`src/rtl/reset_seq_pkg.sv`:
```
// reset_seq_pkg: shared types, widths and helpers for the reset sequencer
package reset_seq_pkg;
  typedef enum logic [1:0] {ASSERT, WAIT, DONE, FAULT} state_e;
  localparam int ERR_STAGE_W = 4;
  // Width of a down-counter that must hold max(hold, timeout)-1; at least 1 bit.
  function automatic int timer_width(input int hold, input int timeout);
    int m;
    m = (hold > timeout) ? hold : timeout;
    return (m > 2) ? $clog2(m) : 1;
  endfunction
endpackage

```
`src/rtl/seq_timer.sv`:
```
// seq_timer: loadable saturating down-counter with enable and zero flag
// Ports: clk, reset_n (async active-low), en (cycle qualifier), load (strobe),
//        load_val (value taken on load), zero (count is 0).
module seq_timer #(
  parameter int W = 4,
  parameter logic [W-1:0] RST_VAL = '0
) (
  input  logic         clk,
  input  logic         reset_n,
  input  logic         en,
  input  logic         load,
  input  logic [W-1:0] load_val,
  output logic         zero
);
  logic [W-1:0] cnt_q, cnt_d;
  always_comb cnt_d = load ? load_val : (cnt_q != '0 ? cnt_q - 1'b1 : cnt_q);
  always_ff @(posedge clk or negedge reset_n) begin
    if (!reset_n) cnt_q <= RST_VAL;
    else if (en) cnt_q <= cnt_d;
  end
  assign zero = (cnt_q == '0);
endmodule

```
`src/rtl/reset_sequencer.sv`:
```
// reset_sequencer: ordered release of NUM_STAGES reset domains with hold time and per-stage timeout
// Ports: clk, reset_n (async active-low), enable (cycle qualifier), soft_reset (sync restart),
//        stage_ready (per-stage lock, synchronous), stage_reset (per-stage active-high reset),
//        done (all released and ready), error (a stage timed out), error_stage (timed-out index).
module reset_sequencer
  import reset_seq_pkg::*;
#(
  parameter int NUM_STAGES     = 4,
  parameter int HOLD_CYCLES    = 16,
  parameter int TIMEOUT_CYCLES = 1024
) (
  input  logic                   clk,
  input  logic                   reset_n,
  input  logic                   enable,
  input  logic                   soft_reset,
  input  logic [NUM_STAGES-1:0]  stage_ready,
  output logic [NUM_STAGES-1:0]  stage_reset,
  output logic                   done,
  output logic                   error,
  output logic [ERR_STAGE_W-1:0] error_stage
);
  localparam int TW = timer_width(HOLD_CYCLES, TIMEOUT_CYCLES);
  localparam logic [TW-1:0] HOLD_LD = TW'(HOLD_CYCLES - 1);
  localparam logic [TW-1:0] TO_LD = TW'(TIMEOUT_CYCLES - 1);
  localparam logic [NUM_STAGES-1:0] ALL = '1;
  localparam logic [ERR_STAGE_W-1:0] LAST = ERR_STAGE_W'(NUM_STAGES - 1);
  state_e                 state_q, state_d;
  logic [ERR_STAGE_W-1:0] idx_q, idx_d, error_stage_q, error_stage_d;
  logic [NUM_STAGES-1:0]  stage_reset_q, stage_reset_d;
  logic                   done_q, done_d, error_q, error_d;
  logic                   tmr_load, tmr_zero, cur_ready, lost_wait, lost;
  logic [TW-1:0]          tmr_val;
  seq_timer #(.W(TW), .RST_VAL(HOLD_LD)) u_timer (
    .clk      (clk),
    .reset_n  (reset_n),
    .en       (enable),
    .load     (tmr_load),
    .load_val (tmr_val),
    .zero     (tmr_zero)
  );
  // Only the stage under release and those already released are observed.
  always_comb begin
    cur_ready = 1'b0;
    lost_wait = 1'b0;
    for (int i = 0; i < NUM_STAGES; i++) begin
      cur_ready |= stage_ready[i] & (idx_q == ERR_STAGE_W'(i));
      lost_wait |= ~stage_ready[i] & (ERR_STAGE_W'(i) < idx_q);
    end
    lost = (state_q == WAIT && lost_wait) || (state_q == DONE && !(&stage_ready));
  end
  always_comb begin
    state_d       = state_q;
    idx_d         = idx_q;
    stage_reset_d = stage_reset_q;
    done_d        = done_q;
    error_d       = error_q;
    error_stage_d = error_stage_q;
    tmr_load      = 1'b0;
    tmr_val       = HOLD_LD;
    if (soft_reset || lost) begin
      state_d       = ASSERT;
      idx_d         = '0;
      stage_reset_d = ALL;
      done_d        = 1'b0;
      error_d       = 1'b0;
      error_stage_d = '0;
      tmr_load      = 1'b1;
    end else begin
      case (state_q)
        ASSERT: if (tmr_zero) begin
          state_d       = WAIT;
          idx_d         = '0;
          stage_reset_d = ALL << 1;
          tmr_load      = 1'b1;
          tmr_val       = TO_LD;
        end
        WAIT: if (cur_ready && idx_q == LAST) begin
          state_d       = DONE;
          stage_reset_d = '0;
          done_d        = 1'b1;
        end else if (cur_ready) begin
          idx_d         = idx_q + 1'b1;
          stage_reset_d = ALL << (idx_q + 4'd2);
          tmr_load      = 1'b1;
          tmr_val       = TO_LD;
        end else if (tmr_zero) begin
          state_d       = FAULT;
          stage_reset_d = ALL;
          error_d       = 1'b1;
          error_stage_d = idx_q;
        end
        default: ;
      endcase
    end
  end
  always_ff @(posedge clk or negedge reset_n) begin
    if (!reset_n) begin
      state_q       <= ASSERT;
      idx_q         <= '0;
      stage_reset_q <= ALL;
      done_q        <= 1'b0;
      error_q       <= 1'b0;
      error_stage_q <= '0;
    end else if (enable) begin
      state_q       <= state_d;
      idx_q         <= idx_d;
      stage_reset_q <= stage_reset_d;
      done_q        <= done_d;
      error_q       <= error_d;
      error_stage_q <= error_stage_d;
    end
  end
  assign stage_reset = stage_reset_q;
  assign done        = done_q;
  assign error       = error_q;
  assign error_stage = error_stage_q;
endmodule

```
`config.mk`:
```
export PLATFORM = sky130hd
export DESIGN_NAME = reset_sequencer
export DESIGN_NICKNAME = d
export VERILOG_FILES = /design/src/rtl/reset_seq_pkg.sv /design/src/rtl/seq_timer.sv /design/src/rtl/reset_sequencer.sv
export SDC_FILE = /design/constraint.sdc
export NUM_CORES = 1
export LEC_CHECK = 0
export BUFFER_PORTS_ARGS = -buffer_cell sky130_fd_sc_hd__buf_4
export CAP_MARGIN = 15
export CORE_MARGIN = 8
export CORE_UTILIZATION = 45
export CTS_CLUSTER_DIAMETER = 50
export DETAILED_ROUTE_END_ITERATION = 7
export GPL_TIMING_DRIVEN = 0
export PLACE_DENSITY = 0.61
export SYNTH_ARGS = -nofsm -noshare
export SYNTH_HDL_FRONTEND = slang
export SYNTH_HIERARCHICAL = 1
export SYNTH_SLANG_ARGS = --single-unit
```
`constraint.sdc`:
```
create_clock -name clk -period 4.1 [get_ports clk]
set_input_delay 0.615 -clock clk [delete_from_list [all_inputs] [get_ports clk]]
set_output_delay 0.615 -clock clk [all_outputs]
set_load 0.01 [all_outputs]
```
==> results.sh <==
export IMPL_endpoint_kind="flip-flop"
export IMPL_cts_buffers=3
export IMPL_dp_hpwl_um=3450
export IMPL_wl_met3_um=155
export IMPL_synth_compound_area_frac=0.278
export IMPL_cts_resized=0
export IMPL_cts_sinks=26
export IMPL_cts_root_buf="clkbuf_8"
export IMPL_synth_edf_count=0
export IMPL_drt_met1_wl_um=2000
export IMPL_setup_worst_path_class="reg -> reg"
export IMPL_synth_top_family_by_area="compound AO/OA/AOI/OAI gates"
export IMPL_crit_slowest_cell="dfrtp_1"
export IMPL_synthAdderAreaFrac=0.0476
export IMPL_die_x_um=79.9
export IMPL_period_minus_slack_ns=3.00
export IMPL_drv_cap=0
export IMPL_fin_crit_sh=0.732
export IMPL_grt_max_degree=27
export IMPL_wirelength_um=4470
export IMPL_grt_usage=0.150
export IMPL_syn2layout_area_growth_pct=14.4
export IMPL_nNetsFinal=236
export IMPL_via_per_inst=6.10
export IMPL_r2r_end="u_timer/cnt_q[7]$_DFFE_PN0P_"
export IMPL_crit_arrival_ns=3.18
export IMPL_io_buffers=16
export IMPL_mostFrequentLayoutCell="dfrtp_1"
export IMPL_worst_setup_path_start_kind="flip-flop"
export IMPL_first_pass_iters=4
export IMPL_path_buf_inv=2
export IMPL_n_fill_cell=362
export IMPL_yosys_top_cells_area="dfrtp_1 24%, dfstp_2 11%, ha_1 4.8%"
export IMPL_seq_area_um2=661
export IMPL_layout_common_cells="18 x dfrtp_1, 16 x nand2_1, 16 x buf_4"
export IMPL_clock_latency_ns=0.27
export IMPL_grt_pass1_vias=1613
export IMPL_synth_warnings=6
export IMPL_fin_util=0.530
export IMPL_cts_hold_fix_buffers=0
export IMPL_finalMaxSlewViolations=0
export IMPL_cp_startpoint="idx_q[0]$_DFFE_PN0P_"
export IMPL_setup_viol=0
export IMPL_relSlewSlack=0.470
export IMPL_r2r_slack_ns=1.10
export IMPL_setup_tns_ns=0
export IMPL_synth_xor_area_share=0.00476
export IMPL_total_power_w=0.00107
export IMPL_top_layer_used="met4"
export IMPL_critPathMaxFanout=10
export IMPL_synth_ff_type="dfrtp_1"
export IMPL_core_mm2=0.00397
export IMPL_ant_nets=0
export IMPL_gr_total_overflow=0
export IMPL_rr_worst_depth=10
export IMPL_async_reset_ff_frac=1.00
export IMPL_critPathTopFamily="compound AO/OA/AOI/OAI gates"
export IMPL_yosysTopAreaCell="dfrtp_1"
export IMPL_cts_max_level=1
export IMPL_die_h_um=79.9
export IMPL_tritoncts="yes"
export IMPL_yosys_area_share_simple=0.243
export IMPL_antenna_found_initial=0
export IMPL_grt_pass1_wl_um=7840
export IMPL_syn_avg_cell_area_um2=9.34
export IMPL_wl_per_cell_um=16.5
export IMPL_syn_inst=197
export IMPL_clk_path_buf_depth=2
export IMPL_worstPathRequired_ns=4.28
export IMPL_io_pins=18
export IMPL_place_gp_congestion=0.896
export IMPL_status="completed"
export IMPL_syn_area_mm2=0.00184
export IMPL_dieArea_mm2=0.00639
export IMPL_drc_errors=0
export IMPL_rsz0062_at_grt="no"
export IMPL_path_clk_slew_ns=0.09
export IMPL_multiInputGateArea_mm2=0.00110
export IMPL_cpMostUsedCell="o21ai_0"
export IMPL_fmax_mhz=333
export IMPL_timing_rr_start="idx_q[0]$_DFFE_PN0P_"
export IMPL_path_cells="inv_1 > ha_1 > a22oi_1 > o21ai_0 > a31oi_1 > o21ai_0 > clkbuf_1 > nor2b_1 > nand2_1 > o31ai_1"
export IMPL_synth_cell_type_count=63
export IMPL_ys_ff_latch=26
export IMPL_critPathMaxStageDelay_ns=0.51
export IMPL_row_count=23
export IMPL_power_per_cell_area_mw_per_mm2=509
export IMPL_worst_path_stages=10
export IMPL_tightest_slew_ns=0.789
export IMPL_n_antenna_cell=0
export IMPL_initial_core_util=0.463
export IMPL_wl_met2_um=2250
export IMPL_finalHoldViolations=0
export IMPL_num_vias=1647
export IMPL_min_path_type="in -> async"
export IMPL_drt_iter0_drc=102
export IMPL_leakagePower_nw=0.892
export IMPL_skew_ns=0.00258
export IMPL_max_vdd_ir_drop_uv=208
export IMPL_yosys_area_top_type_share=0.245
export IMPL_drive_gt1_frac=0.205
export IMPL_yosysSeqAreaShare=0.359
export IMPL_post_cts_buffers=0
export IMPL_muxShareOfSynthArea=0.0163
area by class of cell:
cell class | count | share of cell area
buffer | 8 | 0.0232
clock buffer | 3 | 0.0196
clock inverter | 1 | 0.0143
inverter | 11 | 0.0196
multi-input combinational | 155 | 0.523
sequential | 26 | 0.314
tap | 50 | 0.0297
timing repair buffer | 16 | 0.0571
how the worst max path moves through the flow:
| stage | slack, ns | end |
|---|---|---|
| floorplan | 1.67 | u_timer/cnt_q[7]$_DFFE_PN0P_ |
| global placement | 1.22 | u_timer/cnt_q[7]$_DFFE_PN0P_ |
| detailed placement | 1.16 | u_timer/cnt_q[7]$_DFFE_PN0P_ |
| CTS | 1.14 | u_timer/cnt_q[7]$_DFFE_PN0P_ |
| global route | 0.73 | u_timer/cnt_q[4]$_DFFE_PN0P_ |
| finish | 1.10 | u_timer/cnt_q[7]$_DFFE_PN0P_ |
routing by layer:
layer,GRT usage,vias up
li1,-,787
met1,0.185,815
met2,0.255,41
met3,0.0203,4
met4,0.0618,0
met5,0,-
synthesized netlist by cell type, drive strengths merged (4+ instances only):
master,n
a21oi,14
a22o,4
a31oi,4
buf,5
dfrtp,18
dfstp,8
ha,7
inv,10
nand2,17
nand3,9
nor2,11
nor2b,7
nor3,5
nor4,6
o21ai,14
sequential cells by signal, summed over array words and instances (netlist names):
register	flops
idx_q	4
done	1
error_stage	4
error	1
u_timer/cnt_q	10
stage_reset	4
state_q	2
cells by family after synthesis:
family	Yosys count
fa+ha+maj	7
flops	26
other cells	1
compound gates	69
simple gates	71
buf+inv	19
mux	3
xor+xnor	1
where the power goes:
part	leakage (nW)	total, W	internal, W	switching (W)
clock network	0.0357	0.000212	0.000131	0.0000812
registers	0.332	0.000398	0.000329	0.0000689
logic	0.524	0.000462	0.000184	0.000277
total	0.892	0.00107	0.000644	0.000428
through the flow:
| step | hold WS, ns | instances | cell area (um^2) | setup WS [ns] |
|---|---|---|---|---|
| final | 0.237 | 270 | 2100 | 1.10 |
| after global routing | 0.252 | 270 | 2100 | 0.729 |
| after CTS | 0.249 | 270 | 2100 | 1.14 |
| after detailed placement | 0.475 | 266 | 2030 | 1.16 |
| after global placement | 0.465 | 266 | 2030 | 1.22 |
| after floorplan | 0.319 | 200 | 1850 | 1.67 |
Power figures use the tool's default switching activity.
